### src/rtl/branch_target_table_if.sv
// Bus interface of the branch-target table.
// Carries the lookup port (RdEn/RdAddr -> RdTarget/RdHit/RdValid), the
// write port (WrEn/WrAddr/WrData), the clear request and status (Busy/Count).
// master: fetch/loader side that issues requests; slave: the table itself.
interface branch_target_table_if #(
   parameter int unsigned ADDR_W   = 5,
   parameter int unsigned TARGET_W = 10
);
   logic                Clear;
   logic                RdEn;
   logic [ADDR_W-1:0]   RdAddr;
   logic [TARGET_W-1:0] RdTarget;
   logic                RdHit;
   logic                RdValid;
   logic                WrEn;
   logic [ADDR_W-1:0]   WrAddr;
   logic [TARGET_W-1:0] WrData;
   logic                Busy;
   logic [ADDR_W:0]     Count;

   modport master (
      output Clear, RdEn, RdAddr, WrEn, WrAddr, WrData,
      input  RdTarget, RdHit, RdValid, Busy, Count
   );

   modport slave (
      input  Clear, RdEn, RdAddr, WrEn, WrAddr, WrData,
      output RdTarget, RdHit, RdValid, Busy, Count
   );
endinterface

### src/rtl/branch_target_table.sv
// Writable branch-target table for the fetch stage.
// Ports:
//   Clk    - clock, all state updates on the rising edge
//   Reset  - synchronous active-high reset; restarts the clear sequence
//   bus    - slave modport: lookup port with registered target/hit/valid,
//            write port, clear request, Busy and occupancy Count
// After reset or an accepted Clear, a sequencer walks every entry, loading
// DEFAULT_TARGET and dropping its valid bit; requests are ignored meanwhile.
module branch_target_table #(
   parameter int unsigned ADDR_W         = 5,
   parameter int unsigned TARGET_W       = 10,
   parameter int unsigned DEFAULT_TARGET = 0
) (
   input logic                  Clk,
   input logic                  Reset,
   branch_target_table_if.slave bus
);
   localparam int unsigned DEPTH = 2 ** ADDR_W;
   localparam int unsigned CNT_W = ADDR_W + 1;

   typedef enum logic {
      INIT  = 1'b0,
      READY = 1'b1
   } state_e;

   state_e              state_q, state_d;
   logic [ADDR_W-1:0]   ptr_q, ptr_d;
   logic [CNT_W-1:0]    count_q, count_d;
   logic [TARGET_W-1:0] rd_target_q, rd_target_d;
   logic                rd_hit_q, rd_hit_d;
   logic                rd_valid_q, rd_valid_d;

   logic [TARGET_W-1:0] target_q [DEPTH];
   logic [TARGET_W-1:0] target_d [DEPTH];
   logic [DEPTH-1:0]    valid_q, valid_d;

   logic rd_fire_c;
   logic wr_fire_c;
   logic clr_fire_c;
   logic bypass_c;

   // Request qualification: nothing is accepted while the sequencer runs,
   // and a write that coincides with an accepted Clear is dropped.
   always_comb begin
      rd_fire_c  = 1'b0;
      wr_fire_c  = 1'b0;
      clr_fire_c = 1'b0;
      bypass_c   = 1'b0;
      if (state_q == READY) begin
         rd_fire_c  = bus.RdEn;
         clr_fire_c = bus.Clear;
         wr_fire_c  = bus.WrEn & ~bus.Clear;
         bypass_c   = wr_fire_c & bus.RdEn & (bus.WrAddr == bus.RdAddr);
      end
   end

   // Next-state logic for the clear sequencer.
   always_comb begin
      state_d = state_q;
      ptr_d   = ptr_q;
      case (state_q)
         INIT: begin
            ptr_d = ptr_q + ADDR_W'(1);
            if (ptr_q == ADDR_W'(DEPTH - 1)) begin
               state_d = READY;
            end
         end
         READY: begin
            if (bus.Clear) begin
               state_d = INIT;
               ptr_d   = '0;
            end
         end
         default: begin
            state_d = INIT;
            ptr_d   = '0;
         end
      endcase
   end

   // Array update: sequencer clear has priority; writes only land in READY.
   always_comb begin
      target_d = target_q;
      valid_d  = valid_q;
      if (state_q == INIT) begin
         target_d[ptr_q] = TARGET_W'(DEFAULT_TARGET);
         valid_d[ptr_q]  = 1'b0;
      end else if (wr_fire_c) begin
         target_d[bus.WrAddr] = bus.WrData;
         valid_d[bus.WrAddr]  = 1'b1;
      end
   end

   // Occupancy: only a write to a currently invalid entry adds one.
   always_comb begin
      count_d = count_q;
      if ((state_q == INIT) || clr_fire_c) begin
         count_d = '0;
      end else if (wr_fire_c && !valid_q[bus.WrAddr] &&
                   (count_q != CNT_W'(DEPTH))) begin
         count_d = count_q + CNT_W'(1);
      end
   end

   // Lookup result; holds target/hit when no lookup is accepted.
   always_comb begin
      rd_target_d = rd_target_q;
      rd_hit_d    = rd_hit_q;
      rd_valid_d  = rd_fire_c;
      if (rd_fire_c) begin
         if (bypass_c) begin
            rd_target_d = bus.WrData;
            rd_hit_d    = 1'b1;
         end else begin
            rd_target_d = target_q[bus.RdAddr];
            rd_hit_d    = valid_q[bus.RdAddr];
         end
      end
   end

   // Control and output registers.
   always_ff @(posedge Clk) begin
      if (Reset) begin
         state_q     <= INIT;
         ptr_q       <= '0;
         count_q     <= '0;
         rd_target_q <= '0;
         rd_hit_q    <= 1'b0;
         rd_valid_q  <= 1'b0;
      end else begin
         state_q     <= state_d;
         ptr_q       <= ptr_d;
         count_q     <= count_d;
         rd_target_q <= rd_target_d;
         rd_hit_q    <= rd_hit_d;
         rd_valid_q  <= rd_valid_d;
      end
   end

   // Storage is not reset; the sequencer initialises it after every reset.
   always_ff @(posedge Clk) begin
      target_q <= target_d;
      valid_q  <= valid_d;
   end

   assign bus.RdTarget = rd_target_q;
   assign bus.RdHit    = rd_hit_q;
   assign bus.RdValid  = rd_valid_q;
   assign bus.Count    = count_q;
   assign bus.Busy     = (state_q == INIT);

endmodule

### src/flat_wrapper.sv
// flat-port wrapper written by rule: the top's interface ports become plain ports
module branch_target_table_flat 
#(
   parameter int unsigned ADDR_W         = 5,
   parameter int unsigned TARGET_W       = 10,
   parameter int unsigned DEFAULT_TARGET = 0
)
  (Clk, Reset, bus_Clear, bus_RdEn, bus_RdAddr, bus_WrEn, bus_WrAddr, bus_WrData, bus_RdTarget, bus_RdHit, bus_RdValid, bus_Busy, bus_Count);
  branch_target_table_if #(.ADDR_W(ADDR_W), .TARGET_W(TARGET_W)) bus_i ();
  input logic Clk;
  input logic Reset;
  input wire logic [$bits(bus_i.Clear)-1:0] bus_Clear;
  input wire logic [$bits(bus_i.RdEn)-1:0] bus_RdEn;
  input wire logic [$bits(bus_i.RdAddr)-1:0] bus_RdAddr;
  input wire logic [$bits(bus_i.WrEn)-1:0] bus_WrEn;
  input wire logic [$bits(bus_i.WrAddr)-1:0] bus_WrAddr;
  input wire logic [$bits(bus_i.WrData)-1:0] bus_WrData;
  output wire logic [$bits(bus_i.RdTarget)-1:0] bus_RdTarget;
  output wire logic [$bits(bus_i.RdHit)-1:0] bus_RdHit;
  output wire logic [$bits(bus_i.RdValid)-1:0] bus_RdValid;
  output wire logic [$bits(bus_i.Busy)-1:0] bus_Busy;
  output wire logic [$bits(bus_i.Count)-1:0] bus_Count;
  assign bus_i.Clear = bus_Clear;
  assign bus_i.RdEn = bus_RdEn;
  assign bus_i.RdAddr = bus_RdAddr;
  assign bus_i.WrEn = bus_WrEn;
  assign bus_i.WrAddr = bus_WrAddr;
  assign bus_i.WrData = bus_WrData;
  assign bus_RdTarget = bus_i.RdTarget;
  assign bus_RdHit = bus_i.RdHit;
  assign bus_RdValid = bus_i.RdValid;
  assign bus_Busy = bus_i.Busy;
  assign bus_Count = bus_i.Count;
  branch_target_table #(.ADDR_W(ADDR_W), .TARGET_W(TARGET_W), .DEFAULT_TARGET(DEFAULT_TARGET)) u_core (.Clk(Clk), .Reset(Reset), .bus(bus_i));
endmodule
### config.mk
export PLATFORM = sky130hd
export DESIGN_NAME = branch_target_table_flat
export DESIGN_NICKNAME = d
export VERILOG_FILES = /design/src/rtl/branch_target_table_if.sv /design/src/rtl/branch_target_table.sv /design/src/flat_wrapper.sv
export SDC_FILE = /design/constraint.sdc
export NUM_CORES = 1
export LEC_CHECK = 0
export BUFFER_PORTS_ARGS = -buffer_cell sky130_fd_sc_hd__buf_2
export CORE_AREA = 2 2 266 190
export CTS_BUF_LIST = sky130_fd_sc_hd__clkbuf_8
export DETAILED_ROUTE_END_ITERATION = 12
export DIE_AREA = 0 0 268 192
export SETUP_SLACK_MARGIN = 0.2
export SLEW_MARGIN = 25
export SYNTH_ARGS = -nofsm -noshare
export SYNTH_HDL_FRONTEND = slang
export SYNTH_SLANG_ARGS = --single-unit
### constraint.sdc
create_clock -name Clk -period 3.5 [get_ports Clk]
set_input_delay 0.35 -clock Clk [delete_from_list [all_inputs] [get_ports Clk]]
set_output_delay 0.35 -clock Clk [all_outputs]
set_load 0.005 [all_outputs]
# After elaboration in Yosys (flattened, before gate mapping)
# Index checks and enable logic that the tools add are counted.
[op_classes]
n_reduce_logical = 9
magnitude_cmp = 10
mux = 31
addsub = 2
bitwise = 13
eq_ne = 5
[op_table]
columns = ["cell", "n"]
rows = [
  ["$mux 320", 2],
  ["$and 320x320->320", 1],
  ["$bwmux 320", 1],
  ["$not 320->320", 1],
  ["$demux 10 s5", 2],
  ["$mux 32", 2],
  ["$bmux 10 s5", 1],
  ["$mux 10", 5],
  ["$and 32x32->32", 1],
  ["$not 32->32", 1],
  ["$or 32x32->32", 1],
  ["$ge 6x6->1 const B", 3],
  ["$lt 5x6->1 const B", 3],
  ["$not 5->6", 3],
  ["$lt 6x1->1 const B", 2],
  ["$mux 1", 11],
  ["$bmux 1 s5", 2],
  ["$demux 1 s5", 2],
  ["$ge 5x1->1 const B", 2],
  ["$pmux 5 s2", 1],
  ["$add 6x1->6 const B", 1],
  ["$logic_and 1x1->1", 6],
  ["$ne 6x6->1 const B", 1],
  ["$add 5x1->5 const B", 1],
  ["10 further kinds", 14],
]
[totals]
register_bits = 376
out_inout_bits = 19
wordCells = 109
in_bits = 25

# Logic depth before layout (Yosys ltp)
# Gate-level depths: netlist (run 1).
[depth]
depth_word = 8
mapped_depth = 10
ltp_nobuf = 8

# Least setup slack after synthesis (run 1)
# No wires, ideal clock.
[synth_timing]
kind = "register -> register"
start = "reg u_core.state_q"
end = "reg u_core.valid_q[0] (enable)"
path_slack_ps = 958
arrival_ps = 2065
setup_time_ps = 478
path_stages_with_launch = 6
path_buffers = 4
synth_period_minus_slack_ps = 2542
path_cell_list = "dfxtp_1 clkbuf_1 clkbuf_1 buf_1 buf_1 nand2_1"
[synth_between]
elab_chain_len = 2
[synth_lines]
columns = ["element", "line", "source"]
rows = [
  ["start, declared", "branch_target_table.sv:26", "state_e state_q, state_d;"],
  ["start signal, assigned", "branch_target_table.sv:131", "state_q <= state_d;"],
  ["$mux 1", "branch_target_table.sv:49", "if (state_q == READY) begin"],
  ["$ne 2x2->1 (no source line) (*)", "n/a", ""],
  ["end signal, assigned", "branch_target_table.sv:143", "valid_q <= valid_d;"],
  ["end, declared", "branch_target_table.sv:35", "logic [DEPTH-1:0] valid_q, valid_d;"],
]
# Every way passes the cells marked *; elsewhere a longest branch is shown, timed or not.
# A chain may end at the register's enable or synchronous reset.

# Worst setup path in the final report (run 1)
[layout_timing]
start = "reg u_core.state_q"
end = "reg u_core.rd_target_q[3] (netlist: u_core.bus.RdTarget[3])"
[layout_between]
elab_chain_len = 2
word_cells_on_any_way = 3
classes_between = "3 x mux"
[layout_lines]
columns = ["element", "line", "source"]
rows = [
  ["$mux 1", "branch_target_table.sv:49", ""],
  ["$mux 10", "branch_target_table.sv:111", "if (bypass_c) begin"],
  ["end signal, assigned", "branch_target_table.sv:134", "rd_target_q <= rd_target_d;"],
  ["end, declared", "branch_target_table.sv:29", "logic [TARGET_W-1:0] rd_target_q, rd_target_d;"],
]
# Several ways; a longest one is shown, not always the timed one.

==> results.toml, run 1 <==
[layout]
total_inserted_antenna_cells = 0
drive_gt1_share_pct = 19.77
synthesis_to_layout_area_growth_pct = 11.73
layout.cells.most_common = "edfxtp_1"
stdcell_count = 2263
fillerInstances = 4399
num-nets-final = 1583
layout.cells.most_common_list = "edfxtp_1 (352), a22o_1 (270), nand2_1 (116), nor2_1 (115), buf_4 (93)"
utilization_pct = 44.38

[setup_path]
critical_path_class = "flip-flop to flip-flop"
rr_endpoint = "u_core.bus.RdTarget[3]"
critical_path.endpoint_type = "flip-flop"
worst_ep_required_time_ns = 4.01
worstPathArrival_ns = 3.25
max_stage_delay_ns = 0.62
crit_top_cell = "a211oi_1"
worstPathCellList = "buf_12 > nand2_1 > nor4_2 > buf_4 > a211oi_1 > a211oi_1 > nor4_1"
start_kind = "flip-flop"
timing.reg2reg.worst_path_depth = 7
timing.critical_path.slowest_stage_cell = "dfxtp_4"
regToRegSetupSlack_ns = 0.76
r2r-start = "u_core.state_q"
critical_path.max_fanout = 61

[global_routing]
grt-ovfl-total = 0
maximum_number_of_pins_on_one_net_before_global_route_repair = 71
grtUsageTotal_pct = 24.98
number_of_global_route_vias_before_repair = 13800
number_of_antenna_violations_at_the_first_check_in_global_routing = 2
grt_pass1_wl_um = 94940

[logic_synthesis]
ys_seq_elements = 376
ys_types = 52
syn-instance-count = 1501
area_share_of_the_largest_cell_type_after_synthesis_pct = 54.58
synth.avg_cell_area_um2 = 12.90
synth_seq_area_share_pct = 57.06
post_synth_instance_area_mm2 = 0.01937
synthesis.nets = 1533
synth_enable_flop_cells = 352
yosys_warnings = 0
synthTopCellsByArea = "edfxtp_1 (55%), a22o_1 (12%), mux4_2 (10%)"
post-synth-top-area-cell = "edfxtp_1"
synthFlopType = "edfxtp_1"
ys_async_sr_fraction_pct = 0

[sta]
min_period_over_period_pct = 78.35
skew_ns = 0.03160
worst_pin_slew_ns = 1.119
hold_viol_final = 0
setup-violations-final = 0
slew_headroom_pct = 25.39
setup_total_negative_slack_ns = 0
final_period_minus_worst_setup_slack_ns = 2.742
finalMaxSlewViolations = 0
timing.hold.ws_ns = 0.05231
timing.fmax_ghz = 0.3647
rsz_0062_raised_after_global_routing = "no"

[clock_network]
cts_resized = 0
tritoncts = "built"
clock_latency_ns = 0.65
post_cts.repair.setup_buffers = 0
clkSinkCount = 376
cts_max_level = 2
cts_hold_buffers = 1
cts.path.max_buffers = 3
numCtsBuffers = 58
clk_root_buffer_cell = "clkbuf_8"
clk_pin_slew_worst_paths_ns = 0.07

[placement]
place.detailed.instances = 2155
place.port_buffers = 43
gp_congestion = 0.9056
detailedPlacementHpwl_um = 42590

[route]
routedWlPerCell_um = 28.43
drt_iter0_markers = 1935
antenna_left = 0
drt-total-wl_um = 64330
vias_per_cell = 6.538
routed-via-count = 14795
detailed_route_drc_error_count = 0
drt_pre_antenna_iters = 6

[pwr]
clkPwrFrac_pct = 34.5
power_switching_w = 0.002678
total_power_w = 0.01035
comb_power_share_pct = 10.8
power_switching_share_pct = 25.87
power_density_mw_per_mm2 = 478.3
internal_power_w = 0.007671
power_leakage_nw = 8.353
max_vdd_drop_mv = 0.2999
seqPwrFrac_pct = 54.7

[floorplanning]
initial_core_util_pct = 39.72
die_footprint_mm2 = 0.05146
die_w_um = 268
placement_rows = 68
die_h_um = 192
core_mm2 = 0.04875
io_pins = 44

[hold_path]
hold_path.startpoint = "bus_WrData[9]"
hold_class = "input port to flip-flop"
worstHoldEndpoint = "u_core.bus.RdTarget[9]"
min_delay_path_depth = 3

[run_status]
status = "completed"

[job]
maxCapViolCount = 0
==> layout make-up <==
class	instances	area, µm²	share of cell area, %
clock inverters	45	219.0	1.012
flip-flops and latches	376	11050	51.09
multi-input cells	966	7665	35.42
clock buffers	62	853.3	3.944
well taps	665	832.0	3.845
repair buffers	138	973.4	4.499
inverters	11	41.29	0.1908
==> registers in the layout, summed over array words and instances, names as in the netlist <==
register             flops
u_core.ptr_q             5
u_core.bus.RdHit         1
u_core.valid_q          32
u_core.bus.Count         6
u_core.target_q        320
u_core.state_q           1
u_core.bus.RdValid       1
u_core.bus.RdTarget     10
==> cell families (layout without fill, tap and decap cells) <==
| group | Yosys count | count (layout) | synth area share (%) |
|---|---|---|---|
| compound gates | 514 | 514 | 19.55 |
| xor+xnor | 7 | 7 | 0.3166 |
| fa+ha+maj | 7 | 7 | 0.4522 |
| buf+inv | 159 | 256 | 3.502 |
| flops | 376 | 376 | 57.06 |
| mux | 111 | 111 | 11.53 |
| simple gates | 327 | 327 | 7.591 |
==> worst max-delay path by stage <==
stage	to	cells after the start	slack, ns	start
2_1_floorplan	u_core.valid_q[0]	5	0.96	u_core.state_q
3_3_place_gp	u_core.bus.RdTarget[3]	9	0.75	bus_RdAddr[1]
3_5_place_dp	u_core.bus.RdTarget[2]	7	0.77	bus_RdAddr[1]
4_1_cts	u_core.bus.RdTarget[3]	7	0.84	u_core.state_q
5_1_grt	u_core.bus.RdTarget[2]	7	0.59	u_core.state_q
6_report	u_core.bus.RdTarget[3]	7	0.76	u_core.state_q
==> per-layer routing <==
metal | part of all wire, % | GRT usage, %
met4 | 2.5 | 6.768
met1 | 44 | 38.43
met3 | 13 | 7.051
met5 | 0 | 0
met2 | 41 | 33.99
==> Yosys cell counts, drive strengths merged (6+ instances only) <==
library cell  count
a211oi           12
a21oi            84
a22o            270
and2             13
buf              52
clkbuf           96
dfxtp            24
edfxtp          352
ha                7
inv              10
mux2i            19
mux4             89
nand2           116
nand2b           12
nand3             8
nor2            115
nor2b            10
nor3             11
nor4              6
o21ai            69
o22ai            31
o31ai            27
or3               7
xnor2             6
==> power groups by stage <==
stage                     registers [W]  logic, W  clock network, W
after floorplan                 0.00560  0.000797                 0
after CTS                       0.00564   0.00109           0.00363
after global placement          0.00572   0.00106                 0
final                           0.00566   0.00112           0.00357
after detailed placement        0.00572   0.00109                 0
after global routing            0.00569   0.00118           0.00381
==> metrics by stage <==
| step | setup slack, ns | instance area [µm²] |
|---|---|---|
| after global placement | 0.7495 | 20540 |
| after detailed placement | 0.7652 | 20550 |
| after global routing | 0.5941 | 21640 |
| final | 0.7577 | 21640 |
| after CTS | 0.8368 | 21630 |
| after floorplan | 0.9577 | 19370 |
==> worst max-delay path: cells and delay by family, from the launching register on <==
| kind | cells | cell delay, ns |
|---|---|---|
| and+or+nand+nor | 3 | 0.86 |
| AOI/OAI and AO/OA | 2 | 0.38 |
| DFF | 1 | 0.62 |
| buffers and inverters | 2 | 0.64 |
No activity file was read; power rests on OpenSTA's default activity.
==> inputs of run 2 (changes only) <==
--- a/config.mk
+++ b/config.mk
@@ -5,11 +5,12 @@
 export SDC_FILE = /design/constraint.sdc
 export NUM_CORES = 1
 export LEC_CHECK = 0
+export ABC_AREA = 1
 export BUFFER_PORTS_ARGS = -buffer_cell sky130_fd_sc_hd__buf_2
-export CORE_AREA = 2 2 266 190
+export CORE_AREA = 2 2 278 198
 export CTS_BUF_LIST = sky130_fd_sc_hd__clkbuf_8
 export DETAILED_ROUTE_END_ITERATION = 12
-export DIE_AREA = 0 0 268 192
+export DIE_AREA = 0 0 280 200
 export SETUP_SLACK_MARGIN = 0.2
 export SLEW_MARGIN = 25
 export SYNTH_ARGS = -nofsm -noshare
==> constraint.sdc (replaced) <==
create_clock -name Clk -period 2.8 [get_ports Clk]
set_input_delay 0.28 -clock Clk [delete_from_list [all_inputs] [get_ports Clk]]
set_output_delay 0.28 -clock Clk [all_outputs]
set_load 0.005 [all_outputs]
==> run 2 against run 1 <==
Highest routed layer is now met5. Hold slack worse by 0.019 ns. Synthesized cell count up 64%. Wire length up 14%.
==> results.toml, run 2 <==
[run_status]
status = "completed"

[layout]
synthesis_to_layout_area_growth_pct = 10.50
largest_reg_flops = 320
num-nets-final = 2503
drive_gt1_share_pct = 12.44
area.sequential_mm2 = 0.01105
multi_input_comb_area_mm2 = 0.008154
utilization_pct = 43.78
largest_register = "u_core.target_q"
fillerInstances = 5239
layout.cells.most_common = "nand2_1"
layout.cells.most_common_list = "nand2_1 (578), nand3_1 (418), edfxtp_1 (352), inv_1 (225), o21ai_0 (128)"

[logic_synthesis]
synthesis.nets = 2488
post_synth_instance_area_mm2 = 0.02109
synthMostInstantiatedCell = "nand2_1"
synthTopCellsByArea = "edfxtp_1 (50%), nand2_1 (10%), nand3_1 (9.9%)"
post-synth-top-area-cell = "edfxtp_1"
synth_common_cells = "nand2_1 (587), nand3_1 (418), edfxtp_1 (352)"
ys_seq_elements = 376
yosys_warnings = 0
area_share_of_the_largest_cell_type_after_synthesis_pct = 50.13
synth_seq_area_share_pct = 52.41
synth.avg_cell_area_um2 = 8.585
ys_async_sr_fraction_pct = 0
synth_enable_flop_cells = 352
syn-instance-count = 2456
synthFlopType = "edfxtp_1"
ys_types = 33

[clock_network]
clk_pin_slew_worst_paths_ns = 0.06
clkSinkCount = 376
tritoncts = "built"
cts_max_level = 2
clk_root_buffer_cell = "clkbuf_8"
cts.path.max_buffers = 3
clock_latency_ns = 0.66
post_cts.repair.setup_buffers = 0
numCtsBuffers = 59

[route]
drt-total-wl_um = 73320
detailed_route_drc_error_count = 0
vias_per_cell = 5.956
routedWlPerCell_um = 22.83
drt_iter0_markers = 2854
routed-via-count = 19124
drt_pre_antenna_iters = 6
antenna_left = 0

[setup_path]
worst_ep_required_time_ns = 3.18
crit_top_cell = "a21oi_1"
start_kind = "flip-flop"
worstPathArrival_ns = 2.76
timing.critical_path.slowest_stage_cell = "nor2_1"
critical_path.n_buffers_inverters = 2
path_delay_family = "simple AND/OR/NAND/NOR gates"
critical_path.endpoint_type = "flip-flop"
worstPathCellList = "ha_1 > clkinv_1 > nor2_1 > inv_1 > a21oi_1 > a21oi_1"
critical_path.max_fanout = 8
critical_path_class = "flip-flop to flip-flop"
max_stage_delay_ns = 0.63

[floorplanning]
die_w_um = 280
placement_rows = 71
initial_core_util_pct = 39.62
io_pins = 44
core_mm2 = 0.05321
die_footprint_mm2 = 0.05600
die_h_um = 200

[hold_path]
hold_class = "input port to flip-flop"

[sta]
skew_ns = 0.02141
timing.fmax_ghz = 0.4208
timing.hold.ws_ns = 0.03328
rsz_0062_raised_after_global_routing = "no"
setup-violations-final = 0
setup_total_negative_slack_ns = 0
worst_pin_slew_ns = 0.9141
slew_headroom_pct = 38.65
finalMaxSlewViolations = 0
min_period_over_period_pct = 84.88
hold_viol_final = 0
final_period_minus_worst_setup_slack_ns = 2.377

[placement]
place.port_buffers = 43
gp_congestion = 0.9504
detailedPlacementHpwl_um = 48090

[job]
maxCapViolCount = 0

[pwr]
total_power_w = 0.01343
power_density_mw_per_mm2 = 576.5
power_leakage_nw = 9.349
max_vdd_drop_mv = 0.3508

[global_routing]
grt_pass1_wl_um = 109400
grt-ovfl-total = 0
number_of_global_route_vias_before_repair = 18160
maximum_number_of_pins_on_one_net_before_global_route_repair = 101
number_of_antenna_violations_at_the_first_check_in_global_routing = 3
grtUsageTotal_pct = 25.73
run 2: logic make-up after synthesis:
kind of cell             count (synthesis)  synth area share [%]
AO/OA/AOI/OAI                          479                 14.32
XOR/XNOR                                 6                0.2492
adder cells (fa/ha/maj)                  7                0.4154
buffers and inverters                  442                 9.026
flip-flops                             376                 52.41
AND/OR/NAND/NOR                       1146                 23.58
run 2: what timing repair did:
item	in CTS	in global routing
gates resized for setup	0	0
hold endpoints to repair	5	0
hold buffers	3	0
run 2: metrics by stage:
step                instances  instance area [µm²]  setup WS, ns
floorplan                2456                21090        0.6487
global placement         3100                22220        0.2658
detailed placement       3100                22220        0.4394
CTS                      3210                23300        0.5347
global route             3210                23300        0.3195
finish                   3211                23300        0.4234
run 2: worst register-to-register path, stage by stage, from the launching register on:
cell	delay (ns)
dfxtp_1	0.43
ha_1	0.19
clkinv_1	0.41
nor2_1	0.63
inv_1	0.20
a21oi_1	0.18
a21oi_1	0.06
run 2: cell type report:
type	instances	area share [%]
repair buffers	160	5.505
inverters	236	3.834
clock inverters	45	0.8217
multi-input cells	1638	35.00
diodes	1	0.01074
clock buffers	62	3.663
flip-flops and latches	376	47.45
well taps	693	3.722
run 2: per-layer routing:
metal	track usage (%)	vias to the layer above	wire length, µm
li1	-	8657	-
met3	8.659	126	10080
met4	6.179	2	1411
met1	38.18	9096	32190
met5	1.880	-	146
met2	35.54	1243	29500
run 2: where the power goes:
group | total [W] | switching, W | internal (W) | leakage [nW]
clock network | 0.00433 | 0.00230 | 0.00204 | 0.623
registers | 0.00721 | 0.000316 | 0.00690 | 4.13
logic | 0.00189 | 0.00118 | 0.000707 | 4.60
total | 0.0134 | 0.00379 | 0.00964 | 9.35
run 2: final timing paths:
check                            to  cells past startpoint                 from  slack [ns]
max reg2reg      u_core.valid_q[25]                      6      u_core.ptr_q[0]        0.42
min          u_core.bus.RdTarget[2]                      5        bus_WrData[2]        0.03
min reg2reg     u_core.bus.Count[0]                      2  u_core.bus.Count[0]        0.50
max              u_core.valid_q[25]                      6      u_core.ptr_q[0]        0.42
==> inputs of run 3 (changes only) <==
==> constraint.sdc (replaced) <==
create_clock -name Clk -period 2.1 [get_ports Clk]
set_input_delay 0.21 -clock Clk [delete_from_list [all_inputs] [get_ports Clk]]
set_output_delay 0.21 -clock Clk [all_outputs]
set_load 0.005 [all_outputs]
==> run 3 against run 2 <==
First-iteration DRC count grew 14%. Critical path type unchanged. Highest routed layer unchanged. Final area grew 3.2%. Flip-flop and latch count stayed put. Core utilization is 1.4 points higher. Count of clock-buffer cells in the layout increased by 1. Largest cell class unchanged. Critical path depth rose by 1. Combinational power increased by 37%. Setup slack worse by 0.24 ns. Register-to-register slack got worse by 0.24 ns. Global-route usage is 0.50 points lower. Critical endpoint is now u_core.bus.RdTarget[8]. Sequential power increased by 33%.
==> results.toml, run 3 (synthesized netlist as in run 2, its figures left out) <==
[sta]
setup_total_negative_slack_ns = 0
finalMaxSlewViolations = 0
skew_ns = 0.04083
slew_headroom_pct = 56.47
rsz_0062_raised_after_global_routing = "yes"
timing.fmax_ghz = 0.5214
final_period_minus_worst_setup_slack_ns = 1.918
hold_viol_final = 0
worst_pin_slew_ns = 0.6529
setup-violations-final = 0
min_period_over_period_pct = 91.33
timing.hold.ws_ns = 0.07550

[clock_network]
clkSinkCount = 376
clk_pin_slew_worst_paths_ns = 0.07
clock_latency_ns = 0.66
cts_max_level = 2
tritoncts = "built"
cts.path.max_buffers = 3
numCtsBuffers = 60
clk_root_buffer_cell = "clkbuf_8"

[global_routing]
number_of_antenna_violations_at_the_first_check_in_global_routing = 3
grtUsageTotal_pct = 25.22
maximum_number_of_pins_on_one_net_before_global_route_repair = 110
grt-ovfl-total = 0
grt_pass1_wl_um = 108000
number_of_global_route_vias_before_repair = 17748

[pwr]
power_leakage_nw = 9.740
clkPwrFrac_pct = 32.7
comb_power_share_pct = 14.3
power_switching_share_pct = 27.87
power_switching_w = 0.005052
internal_power_w = 0.01308
max_vdd_drop_mv = 0.4454
total_power_w = 0.01813
power_density_mw_per_mm2 = 753.7
seqPwrFrac_pct = 53.0

[layout]
largest_reg_flops = 320
drive_gt1_share_pct = 14.53
num-nets-final = 2558
synthesis_to_layout_area_growth_pct = 14.08
largest_register = "u_core.target_q"
layout.cells.most_common = "nand2_1"
layout.cells.most_common_list = "nand2_1 (576), nand3_1 (418), edfxtp_1 (352), inv_1 (222), buf_4 (131)"
multi_input_comb_area_mm2 = 0.008217
fillerInstances = 5198
area.sequential_mm2 = 0.01105

[route]
vias_per_cell = 5.914
wl_met3_um = 10320
antenna_left = 0
drt_pre_antenna_iters = 7
routed-via-count = 19328
met2RoutedLength_um = 28140
met1_length_um = 32800
routedWlPerCell_um = 22.16
drt_iter0_markers = 3245
drt-total-wl_um = 72410
detailed_route_drc_error_count = 0
dr_top_layer = "met5"

[setup_path]
critical_path.n_buffers_inverters = 2
worst_ep_required_time_ns = 2.61
max_stage_delay_ns = 0.43
timing.critical_path.slowest_stage_cell = "nor3_1"
rr_endpoint = "u_core.bus.RdTarget[8]"
timing.reg2reg.worst_path_depth = 7
critical_path.max_fanout = 21
start_kind = "flip-flop"
path_delay_family = "simple AND/OR/NAND/NOR gates"
critical_path.endpoint_type = "flip-flop"
regToRegSetupSlack_ns = 0.18
worstPathArrival_ns = 2.43
r2r-start = "u_core.state_q"
worstPathCellList = "buf_4 > nand2_1 > nor3_1 > nand3_1 > buf_4 > nand3_1 > a21oi_1"
critical_path_class = "flip-flop to flip-flop"

[floorplanning]
io_pins = 44
die_footprint_mm2 = 0.05600
placement_rows = 71
initial_core_util_pct = 39.62
die_h_um = 200
die_w_um = 280
core_mm2 = 0.05321

[hold_path]
hold_path.startpoint = "bus_WrData[5]"
hold_class = "input port to flip-flop"
min_delay_path_depth = 5
worstHoldEndpoint = "u_core.bus.RdTarget[5]"

[job]
maxCapViolCount = 0

[placement]
place.port_buffers = 43
detailedPlacementHpwl_um = 46920
gp_congestion = 0.9220

[run_status]
status = "completed"
## run 3: cell types whose count changed in the layout (fill, tap and decap cells not counted), sizes merged
cell         delta
bufbuf          +2
buf            +42
dlygate4sd3     +9
bufinv          +1
clkbuf          +2
clkinvlp        -1
clkinv          +2
## run 3: metrics by stage
step                util (%)  cell area, µm²  cells  worst slack (ns)
floorplan                  -           21090   2456            0.2140
global placement       42.44           22580   3134           0.02676
detailed placement     42.44           22580   3134          -0.01568
CTS                    44.89           23890   3260            0.1104
global route           45.20           24050   3268            0.1574
finish                 45.20           24050   3268            0.1821
## run 3: layout make-up
cell class	count	share of cell area [%]
antenna	1	0.01040
clock buffer	63	3.605
clock inverter	47	0.8739
inverter	236	3.813
multi-input combinational	1638	34.16
sequential	376	45.96
tap	693	3.605
timing repair buffer	214	7.979
## run 3: repair_timing
| item | in CTS | in global routing |
|---|---|---|
| cloned | 2 | 2 |
| endpoints found under the setup margin | 62 | 140 |
| hold buffers | 12 | 0 |
| hold endpoints to repair | 15 | 0 |
| pin swaps | 0 | 2 |
| setup buffers | 2 | 5 |
| resized for setup | 7 | 26 |
## run 3: power by group through the flow
stage	Clock [W]	Sequential [W]	Combinational, W
after floorplan	0	0.00960	0.00178
after CTS	0.00604	0.00959	0.00249
after global placement	0	0.00971	0.00241
final	0.00593	0.00961	0.00259
after global routing	0.00632	0.00969	0.00284
after detailed placement	0	0.00974	0.00247
## run 3: worst max path at each step
stage                               start                     end  slack, ns  cells after the start
after global placement    u_core.ptr_q[0]     u_core.target_q[94]       0.03                      8
after global routing      u_core.ptr_q[0]      u_core.valid_q[15]       0.16                      6
after floorplan             bus_WrAddr[0]    u_core.target_q[130]       0.21                      6
final                      u_core.state_q  u_core.bus.RdTarget[8]       0.18                      7
after CTS                 u_core.ptr_q[0]     u_core.target_q[50]       0.11                      7
after detailed placement  u_core.ptr_q[0]     u_core.target_q[94]      -0.02                      8
## run 3: layer usage
layer  GRT usage [%]  vias to the layer above
met2           33.30                     1240
li1                -                     8768
met4           5.506                        4
met1           39.97                     9211
met5               0                        -
met3           7.111                      105
## run 3: worst min-delay path, stage by stage
cell and delay [ns]:
buf_2 0.10, inv_1 0.06, nor2_2 0.10, nor2_1 0.06, a21oi_1 0.14
